[src/rtl/ras_ckpt.sv]
// Return address stack (circular buffer) with per-branch checkpoints for
// misprediction repair, plus overflow/underflow pulse reporting.
module ras_ckpt #(
    parameter int VLEN     = 64,
    parameter int DEPTH    = 8,
    parameter int NR_CKPT  = 4,
    parameter int CKPT_IDW = (NR_CKPT > 1) ? $clog2(NR_CKPT) : 1
) (
    input  logic                       clk_i,
    input  logic                       rst_i,
    input  logic                       flush_i,
    input  logic                       push_i,
    input  logic                       pop_i,
    input  logic [VLEN-1:0]            data_i,
    input  logic                       ckpt_save_i,
    input  logic [CKPT_IDW-1:0]        ckpt_save_id_i,
    input  logic                       ckpt_restore_i,
    input  logic [CKPT_IDW-1:0]        ckpt_restore_id_i,
    output logic [VLEN-1:0]            top_ra_o,
    output logic                       top_valid_o,
    output logic [$clog2(DEPTH+1)-1:0] count_o,
    output logic                       overflow_o,
    output logic                       underflow_o
);
    localparam int CNTW = $clog2(DEPTH + 1);
    localparam int PTRW = $clog2(DEPTH);

    logic [VLEN-1:0] mem_q    [DEPTH];
    logic [PTRW-1:0] ptr_q,   ptr_d;
    logic [CNTW-1:0] cnt_q,   cnt_d;
    logic [VLEN-1:0] top_q,   top_d;
    logic            ovf_q,   ovf_d;
    logic            unf_q,   unf_d;
    logic [PTRW-1:0] ck_ptr_q [NR_CKPT];
    logic [CNTW-1:0] ck_cnt_q [NR_CKPT];
    logic [VLEN-1:0] ck_ra_q  [NR_CKPT];

    logic            we_s;
    logic [PTRW-1:0] waddr_s;
    logic [VLEN-1:0] wdata_s;
    logic [VLEN-1:0] ra_d;
    logic [PTRW-1:0] ptr_inc_s, ptr_dec_s;
    logic [PTRW-1:0] rs_ptr_s;
    logic [CNTW-1:0] rs_cnt_s;
    logic [VLEN-1:0] rs_ra_s;
    logic            save_ok_s;

    assign ptr_inc_s = (ptr_q == PTRW'(DEPTH - 1)) ? {PTRW{1'b0}} : ptr_q + PTRW'(1);
    assign ptr_dec_s = (ptr_q == {PTRW{1'b0}}) ? PTRW'(DEPTH - 1) : ptr_q - PTRW'(1);
    assign save_ok_s = ckpt_save_i && (int'(ckpt_save_id_i) < NR_CKPT);

    // Out-of-range restore ids read back as the empty state.
    always_comb begin
        rs_ptr_s = {PTRW{1'b0}};
        rs_cnt_s = {CNTW{1'b0}};
        rs_ra_s  = {VLEN{1'b0}};
        if (int'(ckpt_restore_id_i) < NR_CKPT) begin
            rs_ptr_s = ck_ptr_q[ckpt_restore_id_i];
            rs_cnt_s = ck_cnt_q[ckpt_restore_id_i];
            rs_ra_s  = ck_ra_q[ckpt_restore_id_i];
        end else begin
            rs_ptr_s = {PTRW{1'b0}};
        end
    end

    // Next-state selection: flush > restore > push/pop.
    always_comb begin
        ptr_d   = ptr_q;
        cnt_d   = cnt_q;
        we_s    = 1'b0;
        waddr_s = ptr_q;
        wdata_s = data_i;
        ovf_d   = 1'b0;
        unf_d   = 1'b0;
        if (flush_i) begin
            ptr_d = {PTRW{1'b0}};
            cnt_d = {CNTW{1'b0}};
        end else if (ckpt_restore_i) begin
            ptr_d   = rs_ptr_s;
            cnt_d   = rs_cnt_s;
            we_s    = 1'b1;
            waddr_s = rs_ptr_s;
            wdata_s = rs_ra_s;
        end else if (push_i && pop_i && (cnt_q != {CNTW{1'b0}})) begin
            we_s = 1'b1;
        end else if (push_i) begin
            ptr_d   = ptr_inc_s;
            we_s    = 1'b1;
            waddr_s = ptr_inc_s;
            if (cnt_q < CNTW'(DEPTH)) begin
                cnt_d = cnt_q + CNTW'(1);
            end else begin
                ovf_d = 1'b1;
            end
        end else if (pop_i) begin
            if (cnt_q != {CNTW{1'b0}}) begin
                ptr_d = ptr_dec_s;
                cnt_d = cnt_q - CNTW'(1);
            end else begin
                unf_d = 1'b1;
            end
        end else begin
            ptr_d = ptr_q;
        end
    end

    // Top entry as it will read after this cycle's write lands.
    always_comb begin
        ra_d = mem_q[ptr_d];
        if (flush_i) begin
            ra_d = {VLEN{1'b0}};
        end else if (we_s && (waddr_s == ptr_d)) begin
            ra_d = wdata_s;
        end else begin
            ra_d = mem_q[ptr_d];
        end
        top_d = (cnt_d != {CNTW{1'b0}}) ? ra_d : {VLEN{1'b0}};
    end

    // Stack storage, pointer, occupancy and registered outputs.
    always_ff @(posedge clk_i or posedge rst_i) begin
        if (rst_i) begin
            for (int i = 0; i < DEPTH; i++) mem_q[i] <= {VLEN{1'b0}};
            ptr_q <= {PTRW{1'b0}};
            cnt_q <= {CNTW{1'b0}};
            top_q <= {VLEN{1'b0}};
            ovf_q <= 1'b0;
            unf_q <= 1'b0;
        end else begin
            if (flush_i) begin
                for (int i = 0; i < DEPTH; i++) mem_q[i] <= {VLEN{1'b0}};
            end else if (we_s) begin
                mem_q[waddr_s] <= wdata_s;
            end
            ptr_q <= ptr_d;
            cnt_q <= cnt_d;
            top_q <= top_d;
            ovf_q <= ovf_d;
            unf_q <= unf_d;
        end
    end

    // Checkpoint slots; a save captures post-update state, after any flush.
    always_ff @(posedge clk_i or posedge rst_i) begin
        if (rst_i) begin
            for (int i = 0; i < NR_CKPT; i++) begin
                ck_ptr_q[i] <= {PTRW{1'b0}};
                ck_cnt_q[i] <= {CNTW{1'b0}};
                ck_ra_q[i]  <= {VLEN{1'b0}};
            end
        end else begin
            if (flush_i) begin
                for (int i = 0; i < NR_CKPT; i++) begin
                    ck_ptr_q[i] <= {PTRW{1'b0}};
                    ck_cnt_q[i] <= {CNTW{1'b0}};
                    ck_ra_q[i]  <= {VLEN{1'b0}};
                end
            end
            if (save_ok_s) begin
                ck_ptr_q[ckpt_save_id_i] <= ptr_d;
                ck_cnt_q[ckpt_save_id_i] <= cnt_d;
                ck_ra_q[ckpt_save_id_i]  <= ra_d;
            end
        end
    end

    assign top_ra_o    = top_q;
    assign top_valid_o = (cnt_q != {CNTW{1'b0}});
    assign count_o     = cnt_q;
    assign overflow_o  = ovf_q;
    assign underflow_o = unf_q;
endmodule

[config.mk]
export PLATFORM = sky130hd
export DESIGN_NAME = ras_ckpt
export DESIGN_NICKNAME = d
export VERILOG_FILES = /design/src/rtl/ras_ckpt.sv
export SDC_FILE = /design/constraint.sdc
export NUM_CORES = 2
export LEC_CHECK = 0
export BUFFER_PORTS_ARGS = -buffer_cell sky130_fd_sc_hd__buf_2
export CORE_UTILIZATION = 56
export DETAILED_ROUTE_END_ITERATION = 8
export PLACE_DENSITY = 0.74
export SETUP_SLACK_MARGIN = 0.3
export SYNTH_ARGS = -nofsm -noshare
export SYNTH_HDL_FRONTEND = slang
export SYNTH_SLANG_ARGS = --single-unit
[constraint.sdc]
create_clock -name clk_i -period 25.1 [get_ports clk_i]
set_input_delay 1.255 -clock clk_i [delete_from_list [all_inputs] [get_ports clk_i]]
set_output_delay 1.255 -clock clk_i [all_outputs]
set_load 0.01 [all_outputs]
==> out/qor.yml <==
yosysSeqAreaShare: 0.523
cp_slowest_cell: "buf_4"
setup_viol: 0
cts_tree: "done"
dieWidth_um: 274
start_util: 0.568
clock_skew_ps: 29.0
startpoint_type: "register"
cts_root_buffer: "clkbuf_16"
dp_cells: 4779
routed_wl_um: 124000
grt_pass1_wl_um: 195000
viasPerCell: 6.82
slowest_delay_ps: 870
drive_above_1_share: 0.134
antenna_found_initial: 0
ctsResizeCount: 0
grt_pass1_vias: 33077
area_growth_pct: 9.76
dr_total_vias: 33678
fin_setup_tns_ps: 0
place_ws_ps: 19500
relSlewSlack: 0.226
finalNetCount: 3994
outcome: "finished with violations"
synth_edf_count: 0
crit_arrival_ps: 5920
drv_cap: 0
hold_viol: 0
violations: "DRC"
cp_top_family: "buffers and inverters"
numCtsBuffers: 91
ys_seq_elements: 869
fp.dieArea_um2: 75300
yosysWarnings: 0
die_y_um: 274
portBuffers: 145
fin_crit_ps: 5380
totalPowerFinal_mw: 3.28
synth_cell_type_count: 49
drt-initial-drc-count: 3864
cts.clk_slew.worst_paths_ps: 60
tightest_slew_ps: 1160
synth_nets: 4090
ios: 146
vdd_drop_max_mv: 0.0463
hpwl_um: 62800
grt_overflow_total: 0
path_max_fanout: 82
cp.required_ps: 25640
firstDrtPassIters: 7
leakage_nw: 22.8
postCtsSetupRepairBufs: 0
critPathBufInv: 5
clkLatencyLatePin_ps: 660
cts.sinks: 869
avgSynthCellArea_um2: 10.4
syn-cell-area_um2: 41600
hold_path_class: "register to register"
setup.worst_path.end_class: "register"
multi_input_area_um2: 18300
diodes: 0
fillers: 5978
ant_nets: 0
final_area_um2: 45600
seqCellArea_um2: 21700
synth_cells: 4009
grt_max_degree: 210
fmax_mhz: 186
worst_slack_ps: 19720
cts_buffer_depth: 3
synth_top_flop_cell: "dfrtp_1"
crit_type: "register to register"
power_density_nw_per_um2: 72.0
drv_slew: 0
ctsHtreeMaxLevel: 3
finalCritPeriodShare: 0.214
grtUsageTotal: 0.334
rows: 99
dpl_cell_area_um2: 42700
ys_async_sr_fraction: 1.00
postCtsHoldBufs: 0
drc_errors: 8
core_area_um2: 73200
gp_congestion: 0.824
finalNonFillerCells: 4941
post_drt_wl_per_cell_um: 25.2
rsz0062_at_grt: "no"
crit_chain: "inv_1 > ha_1 > nor3b_4 > inv_2 > and3_1 > o41a_2 > nand2_4 > buf_4 > inv_2 > nor4_4 > buf_4 > a32oi_1 > a41o_1"
-- metrics by stage --
step                hold WS [ps]   util
floorplan                    473      -
global placement             489  0.583
detailed placement           497  0.583
CTS                          510  0.623
global route                 530  0.623
finish                       506  0.623
-- path summary, 6_finish.rpt --
| path | start | slack, ps | to | cells after the start |
|---|---|---|---|---|
| worst max-delay path | count_o[1]$_DFF_PP0_ | 19720 | ck_ra_q[161]$_DFF_PP0_ | 13 |
| worst min register to register | ck_cnt_q[9]$_DFF_PP0_ | 510 | ck_cnt_q[9]$_DFF_PP0_ | 2 |
| max in group asynchronous | rst_i | 21200 | ck_ra_q[165]$_DFF_PP0_ | 5 |
| min in group asynchronous | rst_i | 670 | overflow_o$_DFF_PP0_ | 2 |
| worst max register to register | count_o[1]$_DFF_PP0_ | 19720 | ck_ra_q[161]$_DFF_PP0_ | 13 |
| worst min-delay path | ck_cnt_q[9]$_DFF_PP0_ | 510 | ck_cnt_q[9]$_DFF_PP0_ | 2 |
-- cell usage in the layout, fill, tap and decap left out, types with 70 or more instances in the layout --
master and instances:
dfrtp_1 869, a211oi_1 516, nor2_1 442, and3_1 389, nand2_1 360, a41o_1 256, buf_2 142, mux2i_1 107
o21ai_0 96, a21oi_1 96, clkbuf_16 95, or2_2 89, nand3_1 87, mux4_2 70
-- worst reg2reg max path, cell delays in order (launching register included) --
cell and delay (ps):
dfrtp_1 460, inv_1 90, ha_1 220, nor3b_4 380, inv_2 180, and3_1 210, o41a_2 720, nand2_4 190
buf_4 880, inv_2 130, nor4_4 280, buf_4 730, a32oi_1 480, a41o_1 340
-- kinds of logic after synthesis --
| logic type | synth area share |
|---|---|
| AOI/OAI and AO/OA | 0.196 |
| xor gates and xnor gates | 0.000211 |
| adders and majority gates | 0.00181 |
| buffers and inverters | 0.0399 |
| DFF | 0.523 |
| muxes | 0.0640 |
| and+or+nand+nor | 0.175 |
-- cell usage after synthesis, drive strengths merged, types with 3 or more instances --
| cell | count | share of area |
|---|---|---|
| a41o | 256 | 0.062 |
| nor2 | 447 | 0.040 |
| o21ai | 97 | 0.012 |
| a211oi | 516 | 0.093 |
| o2111ai | 4 | 0.00084 |
| inv | 36 | 0.0033 |
| a21oi | 96 | 0.012 |
| nand2 | 363 | 0.033 |
| clkbuf | 360 | 0.033 |
| ha | 6 | 0.0018 |
| nand3b | 3 | 0.00054 |
| mux2i | 107 | 0.026 |
| nor3b | 6 | 0.0014 |
| and3 | 389 | 0.059 |
| a32oi | 64 | 0.013 |
| mux4 | 70 | 0.038 |
| or2 | 89 | 0.013 |
| a22oi | 3 | 0.00054 |
| nor2b | 5 | 0.00075 |
| and4 | 64 | 0.013 |
| dfrtp | 869 | 0.52 |
| nand3 | 88 | 0.011 |
| buf | 38 | 0.0040 |
| nor3 | 6 | 0.00072 |
| o211ai | 3 | 0.00054 |
-- state kept, by name, summed over array words and instances, names as in the netlist --
name / count
ck_cnt_q: 16
ck_ptr_q: 12
ck_ra_q: 256
count_o: 4
mem_q: 512
overflow_o: 1
ptr_q: 3
top_ra_o: 64
underflow_o: 1
-- per-layer routing --
| metal | GRT usage | share of wire |
|---|---|---|
| met4 | 0.120 | 0.033 |
| met2 | 0.525 | 0.46 |
| met1 | 0.471 | 0.41 |
| met3 | 0.0524 | 0.089 |
| met5 | 0 | 0 |
-- layout make-up --
cell class,count,share of cell area
repair buffers,209,0.0279
clock inverters,27,0.00549
multi-input cells,2705,0.401
well taps,959,0.0263
clock buffers,135,0.0589
inverters,37,0.00335
flip-flops and latches,869,0.477
-- report_power, final --
group          total [mW]  switching [mW]  internal, mW
logic               0.429           0.302         0.126
registers            1.52          0.0396          1.48
clock network        1.34           0.570         0.771
Note: power is estimated with default switching activity, not from simulation.
